## config.mk

```make
export PLATFORM = sky130hd
export DESIGN_NAME = id_ex_pipe_reg
export DESIGN_NICKNAME = d
export VERILOG_FILES = /design/src/rtl/id_ex_pipe_reg.sv
export SDC_FILE = /design/constraint.sdc
export NUM_CORES = 1
export LEC_CHECK = 0
export ABC_AREA = 1
export CELL_PAD_IN_SITES_DETAIL_PLACEMENT = 1
export CELL_PAD_IN_SITES_GLOBAL_PLACEMENT = 1
export CORE_MARGIN = 1.5
export CORE_UTILIZATION = 30
export CTS_CLUSTER_SIZE = 24
export DETAILED_ROUTE_END_ITERATION = 7
export GPL_TIMING_DRIVEN = 0
export MAX_ROUTING_LAYER = met4
export PLACE_DENSITY = 0.86
export SLEW_MARGIN = 20
export SYNTH_ARGS = -nofsm -noshare
export SYNTH_HDL_FRONTEND = slang
export SYNTH_SLANG_ARGS = --single-unit
export TNS_END_PERCENT = 10
```

## constraint.sdc

```tcl
create_clock -name clk -period 3.3 [get_ports clk]
set_input_delay 0.66 -clock clk [delete_from_list [all_inputs] [get_ports clk]]
set_output_delay 0.66 -clock clk [all_outputs]
set_load 0.01 [all_outputs]
```

## src/rtl/id_ex_pipe_reg.sv

```systemverilog
// ID/EX pipeline register with valid bit, stall/flush, and load-use bubble insertion.
// Optional saturating bubble/stall counters are enabled by defining ID_EX_PERF_CNT_EN.
module id_ex_pipe_reg #(
    parameter int DATA_W = 32,
    parameter int REG_W  = 5,
    parameter int CTRL_W = 9
`ifdef ID_EX_PERF_CNT_EN
   ,parameter int CNT_W  = 16
`endif
) (
    input  logic              clk,
    input  logic              rst_n,
    input  logic              inValid,
    input  logic              stall,
    input  logic              flush,
    input  logic [DATA_W-1:0] pcAdded,
    input  logic [DATA_W-1:0] read1,
    input  logic [DATA_W-1:0] read2,
    input  logic [DATA_W-1:0] immExt,
    input  logic [REG_W-1:0]  rs,
    input  logic [REG_W-1:0]  rt,
    input  logic [REG_W-1:0]  rd,
    input  logic              useRs,
    input  logic              useRt,
    input  logic              memRead,
    input  logic              regWrite,
    input  logic [CTRL_W-1:0] ctrl,
    output logic              outValid,
    output logic [DATA_W-1:0] outPcAdded,
    output logic [DATA_W-1:0] outRead1,
    output logic [DATA_W-1:0] outRead2,
    output logic [DATA_W-1:0] outImmExt,
    output logic [REG_W-1:0]  outRs,
    output logic [REG_W-1:0]  outRt,
    output logic [REG_W-1:0]  outRd,
    output logic              outMemRead,
    output logic              outRegWrite,
    output logic [CTRL_W-1:0] outCtrl,
    output logic              hazardStall
`ifdef ID_EX_PERF_CNT_EN
   ,output logic [CNT_W-1:0]  bubbleCnt,
    output logic [CNT_W-1:0]  stallCnt
`endif
);

    logic              valid_q, valid_d;
    logic [DATA_W-1:0] pc_q, pc_d, rd1_q, rd1_d, rd2_q, rd2_d, imm_q, imm_d;
    logic [REG_W-1:0]  rs_q, rs_d, rt_q, rt_d, rd_q, rd_d;
    logic              mem_rd_q, mem_rd_d, reg_wr_q, reg_wr_d;
    logic [CTRL_W-1:0] ctrl_q, ctrl_d;
    logic              take_bubble;

    // A load in EX whose destination is read by the ID instruction; $0 never conflicts.
    always_comb begin
        hazardStall = valid_q & mem_rd_q & inValid & (rt_q != '0) &
                      ((useRs & (rs == rt_q)) | (useRt & (rt == rt_q)));
    end

    assign take_bubble = !flush && !stall && hazardStall;

    always_comb begin
        valid_d  = valid_q;
        pc_d     = pc_q;
        rd1_d    = rd1_q;
        rd2_d    = rd2_q;
        imm_d    = imm_q;
        rs_d     = rs_q;
        rt_d     = rt_q;
        rd_d     = rd_q;
        mem_rd_d = mem_rd_q;
        reg_wr_d = reg_wr_q;
        ctrl_d   = ctrl_q;
        if (flush || take_bubble) begin
            valid_d  = 1'b0;
            pc_d     = '0;
            rd1_d    = '0;
            rd2_d    = '0;
            imm_d    = '0;
            rs_d     = '0;
            rt_d     = '0;
            rd_d     = '0;
            mem_rd_d = 1'b0;
            reg_wr_d = 1'b0;
            ctrl_d   = '0;
        end else if (!stall) begin
            valid_d  = inValid;
            pc_d     = pcAdded;
            rd1_d    = read1;
            rd2_d    = read2;
            imm_d    = immExt;
            rs_d     = rs;
            rt_d     = rt;
            rd_d     = rd;
            // Side-effecting controls are suppressed for a non-instruction.
            mem_rd_d = memRead & inValid;
            reg_wr_d = regWrite & inValid;
            ctrl_d   = inValid ? ctrl : '0;
        end
    end

    always_ff @(posedge clk or negedge rst_n) begin
        if (!rst_n) begin
            valid_q  <= 1'b0;
            pc_q     <= '0;
            rd1_q    <= '0;
            rd2_q    <= '0;
            imm_q    <= '0;
            rs_q     <= '0;
            rt_q     <= '0;
            rd_q     <= '0;
            mem_rd_q <= 1'b0;
            reg_wr_q <= 1'b0;
            ctrl_q   <= '0;
        end else begin
            valid_q  <= valid_d;
            pc_q     <= pc_d;
            rd1_q    <= rd1_d;
            rd2_q    <= rd2_d;
            imm_q    <= imm_d;
            rs_q     <= rs_d;
            rt_q     <= rt_d;
            rd_q     <= rd_d;
            mem_rd_q <= mem_rd_d;
            reg_wr_q <= reg_wr_d;
            ctrl_q   <= ctrl_d;
        end
    end

    assign outValid    = valid_q;
    assign outPcAdded  = pc_q;
    assign outRead1    = rd1_q;
    assign outRead2    = rd2_q;
    assign outImmExt   = imm_q;
    assign outRs       = rs_q;
    assign outRt       = rt_q;
    assign outRd       = rd_q;
    assign outMemRead  = mem_rd_q;
    assign outRegWrite = reg_wr_q;
    assign outCtrl     = ctrl_q;

`ifdef ID_EX_PERF_CNT_EN
    logic [CNT_W-1:0] bubble_cnt_q, bubble_cnt_d, stall_cnt_q, stall_cnt_d;

    // Counters saturate rather than wrap.
    always_comb begin
        bubble_cnt_d = bubble_cnt_q;
        stall_cnt_d  = stall_cnt_q;
        if (take_bubble && (bubble_cnt_q != '1))
            bubble_cnt_d = bubble_cnt_q + 1'b1;
        if (stall && !flush && (stall_cnt_q != '1))
            stall_cnt_d = stall_cnt_q + 1'b1;
    end

    always_ff @(posedge clk or negedge rst_n) begin
        if (!rst_n) begin
            bubble_cnt_q <= '0;
            stall_cnt_q  <= '0;
        end else begin
            bubble_cnt_q <= bubble_cnt_d;
            stall_cnt_q  <= stall_cnt_d;
        end
    end

    assign bubbleCnt = bubble_cnt_q;
    assign stallCnt  = stall_cnt_q;
`endif

endmodule

```

---- Yosys cells after proc, flatten, opt, wreduce, memory -nomap -nowiden ----
Index checks and enable logic that the tools add are counted.
word-level totals
  word-level logic and storage cells ...... 52
  output and inout bits ................... 156
  bits in registers ....................... 155
operators by class
  equality and inequality tests ........... 3
  bitwise gates (word level) .............. 9
  reductions and logical operators ........ 6
  mux-type cells .......................... 23
operator list
  kind                count
  $mux 32             8
  $mux 5              6
  $mux 9              3
  $eq 5x5->1          2
  $and 1x1->1         8
  $mux 1              6
  $reduce_bool 5->1   1
  $logic_and 1x1->1   2
  $logic_not 1->1     2
  $ne 2x1->1 const B  1
  $logic_or 1x1->1    1
  $or 1x1->1          1

---- Logic depth before layout (Yosys ltp) ----
Gate-level depths: netlist of the first run.
  depth after elaboration ................. 7
  mapped depth ............................ 11
  gate-level depth less buffers ........... 9

---- Worst setup path after synthesis of the first run ----
OpenSTA, ideal clock, no wires.
  kind .................................... in2out
  start ................................... input port rt[1]
  end ..................................... output port hazardStall
  path buffers ............................ 1
  path slack .............................. 1.300 ns
  arrival time ............................ 1.340 ns
  stages .................................. 9
  cell sequence ........................... inv_1 -> nand2_1 -> nand2_1 -> nor2_1 -> nand3_1 -> nand2_2 -> nand2_4 -> buf_2 -> inv_1
between the ends
  cells in the longest elaborated chain, start to end .. 4
ends and longest elaborated chain
  what                line  text
  start: declaration  21    input logic [REG_W-1:0] rt,
  $eq 5x5->1          56    ((useRs & (rs == rt_q)) | (useRt & (rt == rt_q)));
  $and 1x1->1         56
  $or 1x1->1          56
  $and 1x1->1         55    hazardStall = valid_q & mem_rd_q & inValid & (rt_q != '0) &
  end: declaration    39    output logic hazardStall
No other way between the ends.

---- Final worst setup path of the first run ----
Ends and elaborated chain as after synthesis.

==> results, run 1 <==
- The relative area change from synthesis to final layout is 61.15%.
- The final weighted congestion in routability-driven placement is 0.7976.
- The worst register-to-register path ends at outRead2[24].
- The H-tree depth is 4.
- The cell class contributing the biggest share of worst-path delay is buffers and inverters.
- The maximum cell stage delay along the critical path is 0.54 ns.
- Measured along the y axis, the die boundary spans 153.3 um.
- The cell count after synthesis is 756.
- At the pin with the least slew margin, the transition time is 0.7786 ns.
- The final-layout setup total negative slack is 0 ns.
- The checks that failed: DRC.
- The power after layout is 4913 uW.
- The final hold violation count is 0.
- The total clock buffers created by CTS is 17.
- Measured on the finished design, the core utilization comes to 49.70%.
- The endpoint required time on the critical path is 2.64 ns.
- The start of the worst register-to-register path is outRt[0].
- Detailed placement ended at an HPWL of 18500 um.
- The largest net degree at the start of global routing is 88.
- The number of antenna violations at the first check in global routing came to 2.
- The routed design has 24730 um of wire.
- The count of synthesis-stage warnings from yosys is 0.
- The capture point of the worst path is hazardStall.
- The kind of start point of the critical path is an input pin.
- The number of buffers inserted by hold repair at cts is 0.
- The number of max-slew violations in the final report is 0.
- The path class of the tightest hold or removal check is in2async.
- The first global-routing pass estimated 39070 um of wire.
- After detailed routing, the average wire length per cell comes to 17.83 um.
- The average cell area after synthesis is 8.959 um^2.
- The iteration count of the initial detailed-routing pass is 8.
- The root buffer cell chosen for the clock tree is sky130_fd_sc_hd__clkbuf_16.
- After Yosys synthesis, XOR and XNOR cells account for 0% of the synthesized area.
- The run finished, with violations left.
- The startpoint of the most critical setup path is rt[1].
- Derived from the worst setup path, the maximum achievable clock frequency is 346.7 MHz.
- Traced cell by cell, the critical path runs through clkdlybuf4s50_1 > inv_1 > nand2_1 > nand2_1 > nor2_1 > nand3_1 > nand2_2 > nand2_4 > buf_2 > inv_1 > dlymetal6s2s_1.
- The library cell contributing the largest single delay on the critical path is sky130_fd_sc_hd__clkdlybuf4s50_1.
- The overall fraction of global-route tracks in use is 22.21%.
- Leaving out fill and tap cells, the most frequent cell in the layout is sky130_fd_sc_hd__nand2_1.
- The placeable core region is 21960 um^2.
- The type of the worst setup path is in2out.
- The number of setup violations in the final report is 0.
- Across all layers, the routed design uses 6417 vias.
- In this run the worst path has a maximum fanout of 10.
- The worst register-to-register path has a setup slack of 1.60 ns.
- Yosys mapped the design onto 15 distinct sky130hd cell types.
- After Yosys synthesis, and, or, nand and nor cells account for 21.71% of the synthesized area.
- Buffers placed on the I/O ports in this run total 316.
- Once routing completed, OpenROAD measured the worst setup slack at 0.4155 ns.
- The library cells used most frequently in the layout, excluding fill and tap cells, are sky130_fd_sc_hd__nand2_1, sky130_fd_sc_hd__clkdlybuf4s50_1, sky130_fd_sc_hd__dfrtp_1.
- After synthesis, the largest family of logic cells by area is simple AND/OR/NAND/NOR gates.
- The clock tree from TritonCTS is built.
- The cell count of the worst reg-to-reg path is 11.
- Dividing the final minimum period by the clock period gives 87.41%.
- The clock transition time at the flip-flop clock pins of the worst setup and hold paths is 0.07 ns.
- The register area share after synthesis is 57.27%.
- STA classifies the critical path endpoint as an output port.
- The worst path needs 2.884 ns of the cycle, external delays included.
- The post-synthesis net count is 917.
- The synthesized design contains 155 register bits.
- The count of nets left with antenna violations once routing finished came out at 0.
- The leakage power summed over all cells is 0.004880 uW.
- The post-route netlist has 11.31% of its cells at a drive strength greater than 1.
- Headroom to the max-slew limit came out at 48.09%.
- The via count normalized by instance count is 4.627.
- Across the VDD grid, the largest voltage drop is 367.2 uV.
- The floorplan step defined a die boundary enclosing 23490 um^2.
- The clock passes through at most 2 buffers.
- The critical path buffer and inverter count is 5.
- The tool flagged a number of max-cap violations equal to 0.
- The synthesized area is 6773 um^2.
- The initial core utilization is 30.84%.
- Setup repair after global routing left no endpoint under its margin.
- The clock latency reported for the late side of the worst-skew pair is 0.41 ns.
- The final net count is 1253.
- The power density relative to cell area is 450.1 nW/um^2.
- On the final layout, the worst clock skew is 0.009507 ns.
- OpenSTA, run right after detailed placement, puts the worst setup slack at 0.06226 ns.
- Buffers added to address setup during post-CTS repair amount to 0.
- After the first detailed-routing iteration, the DRC count stood at 252.
- Of the total synthesized cell area, the portion taken by full adders, half adders and majority gates is 0%.
- The cell area reported after detailed placement is 10320 um^2.
- The data arrival time of the critical path is 2.22 ns.
- In the routed design, unresolved DRC markers number 22.
- The critical path runs through a total of 11 cells.
- The finished cells cover 10910 um^2.
- The number of I/O pins is 317.
- The total grt overflow is 0.
- The horizontal die dimension is 153.3 um.
- Summing the areas of all compound-gate instances in the mapped netlist gives 14.52% of the synthesized area.
- The number of placement rows is 54.
- The multiplexer fraction of the synthesized cell area is 0%.
- The TritonCTS sink count is 155.
- The number of global-route vias before repair is 7123.
## power breakdown
| group | internal, uW | leakage, uW | switching (uW) |
|---|---|---|---|
| clock | 1150 | 0.000276 | 859 |
| sequential | 2000 | 0.00206 | 64.8 |
| combinational | 449 | 0.00254 | 386 |
## flip-flops by register name, indices dropped and copies added, names as in the netlist
signal,flops
outCtrl,9
outImmExt,32
outMemRead,1
outPcAdded,32
outRd,5
outRead1,32
outRead2,32
outRegWrite,1
outRs,5
outRt,5
outValid,1
## per-stage QoR
step                      std cells  hold slack, ns
after floorplan                 756          0.3644
after detailed placement       1353          0.4698
final                          1387          0.1959
after global routing           1387          0.2133
after CTS                      1385          0.2036
after global placement         1352          0.4642
## cell type report
| class | instances | area, um^2 |
|---|---|---|
| Tap cell | 280 | 350.3 |
| Timing Repair Buffer | 317 | 3198 |
| Inverter | 28 | 105.1 |
| Sequential cell | 155 | 3879 |
| Fill cell | 2516 | 11040 |
| Multi-Input combinational cell | 521 | 2454 |
| Buffer | 52 | 335.3 |
| Clock inverter | 11 | 137.6 |
| Clock buffer | 21 | 450.4 |
| Antenna cell | 2 | 5.005 |
## routing by layer
metal	part of all wire, %	wire (um)	track usage [%]
met5	0	0	-
met4	1.6	404	5.882
met3	6.9	1715	6.266
met2	52	12760	39.03
met1	40	9848	24.65
## cell usage after synthesis
| cell type | instances | area, um^2 |
|---|---|---|
| sky130_fd_sc_hd__o21ai_0 | 74 | 370.4 |
| sky130_fd_sc_hd__nand2_2 | 1 | 6.260 |
| sky130_fd_sc_hd__o21ai_2 | 70 | 613.1 |
| sky130_fd_sc_hd__dfrtp_1 | 155 | 3879 |
| sky130_fd_sc_hd__nor2_1 | 10 | 37.54 |
| sky130_fd_sc_hd__buf_12 | 8 | 160.2 |
| sky130_fd_sc_hd__inv_2 | 5 | 18.77 |
| sky130_fd_sc_hd__clkbuf_1 | 32 | 120.1 |
| sky130_fd_sc_hd__nand3_1 | 2 | 10.01 |
| sky130_fd_sc_hd__nand2_1 | 348 | 1306 |
| sky130_fd_sc_hd__buf_2 | 8 | 40.04 |
| sky130_fd_sc_hd__nand4_1 | 14 | 87.58 |
| sky130_fd_sc_hd__inv_1 | 23 | 86.33 |
| sky130_fd_sc_hd__nand2_4 | 2 | 22.52 |
| sky130_fd_sc_hd__buf_1 | 4 | 15.01 |
## what timing repair did
action | CTS | global route
setup endpoints to repair | 0 | 1
endpoints found under the hold margin | 0 | 0
gates resized for setup | 0 | 1
## logic make-up (layout without fill, tap and decap cells)
logic type,Yosys count,after routing
DFF,155,155
buffers and inverters,80,429
other,0,2
and+or+nand+nor,377,377
AOI/OAI and AO/OA,144,144
## worst min path at each step
stage,startpoint,to,slack [ns],cells past startpoint
after floorplan,rst_n,outCtrl[0],0.36,0
after global placement,outRead2[15],outRead2[15],0.46,2
after global routing,rst_n,outRd[1],0.21,1
after detailed placement,outRead2[12],outRead2[12],0.47,2
final,rst_n,outRd[1],0.20,1
after CTS,rst_n,outRd[1],0.20,1
No activity file was read; power rests on OpenSTA's default activity.
==> inputs of run 2 (changes only) <==
CAP_MARGIN = 20   (was default)
==> results of run 2 <==
The final DEF is identical to that of run 1; final timing and power are the same.
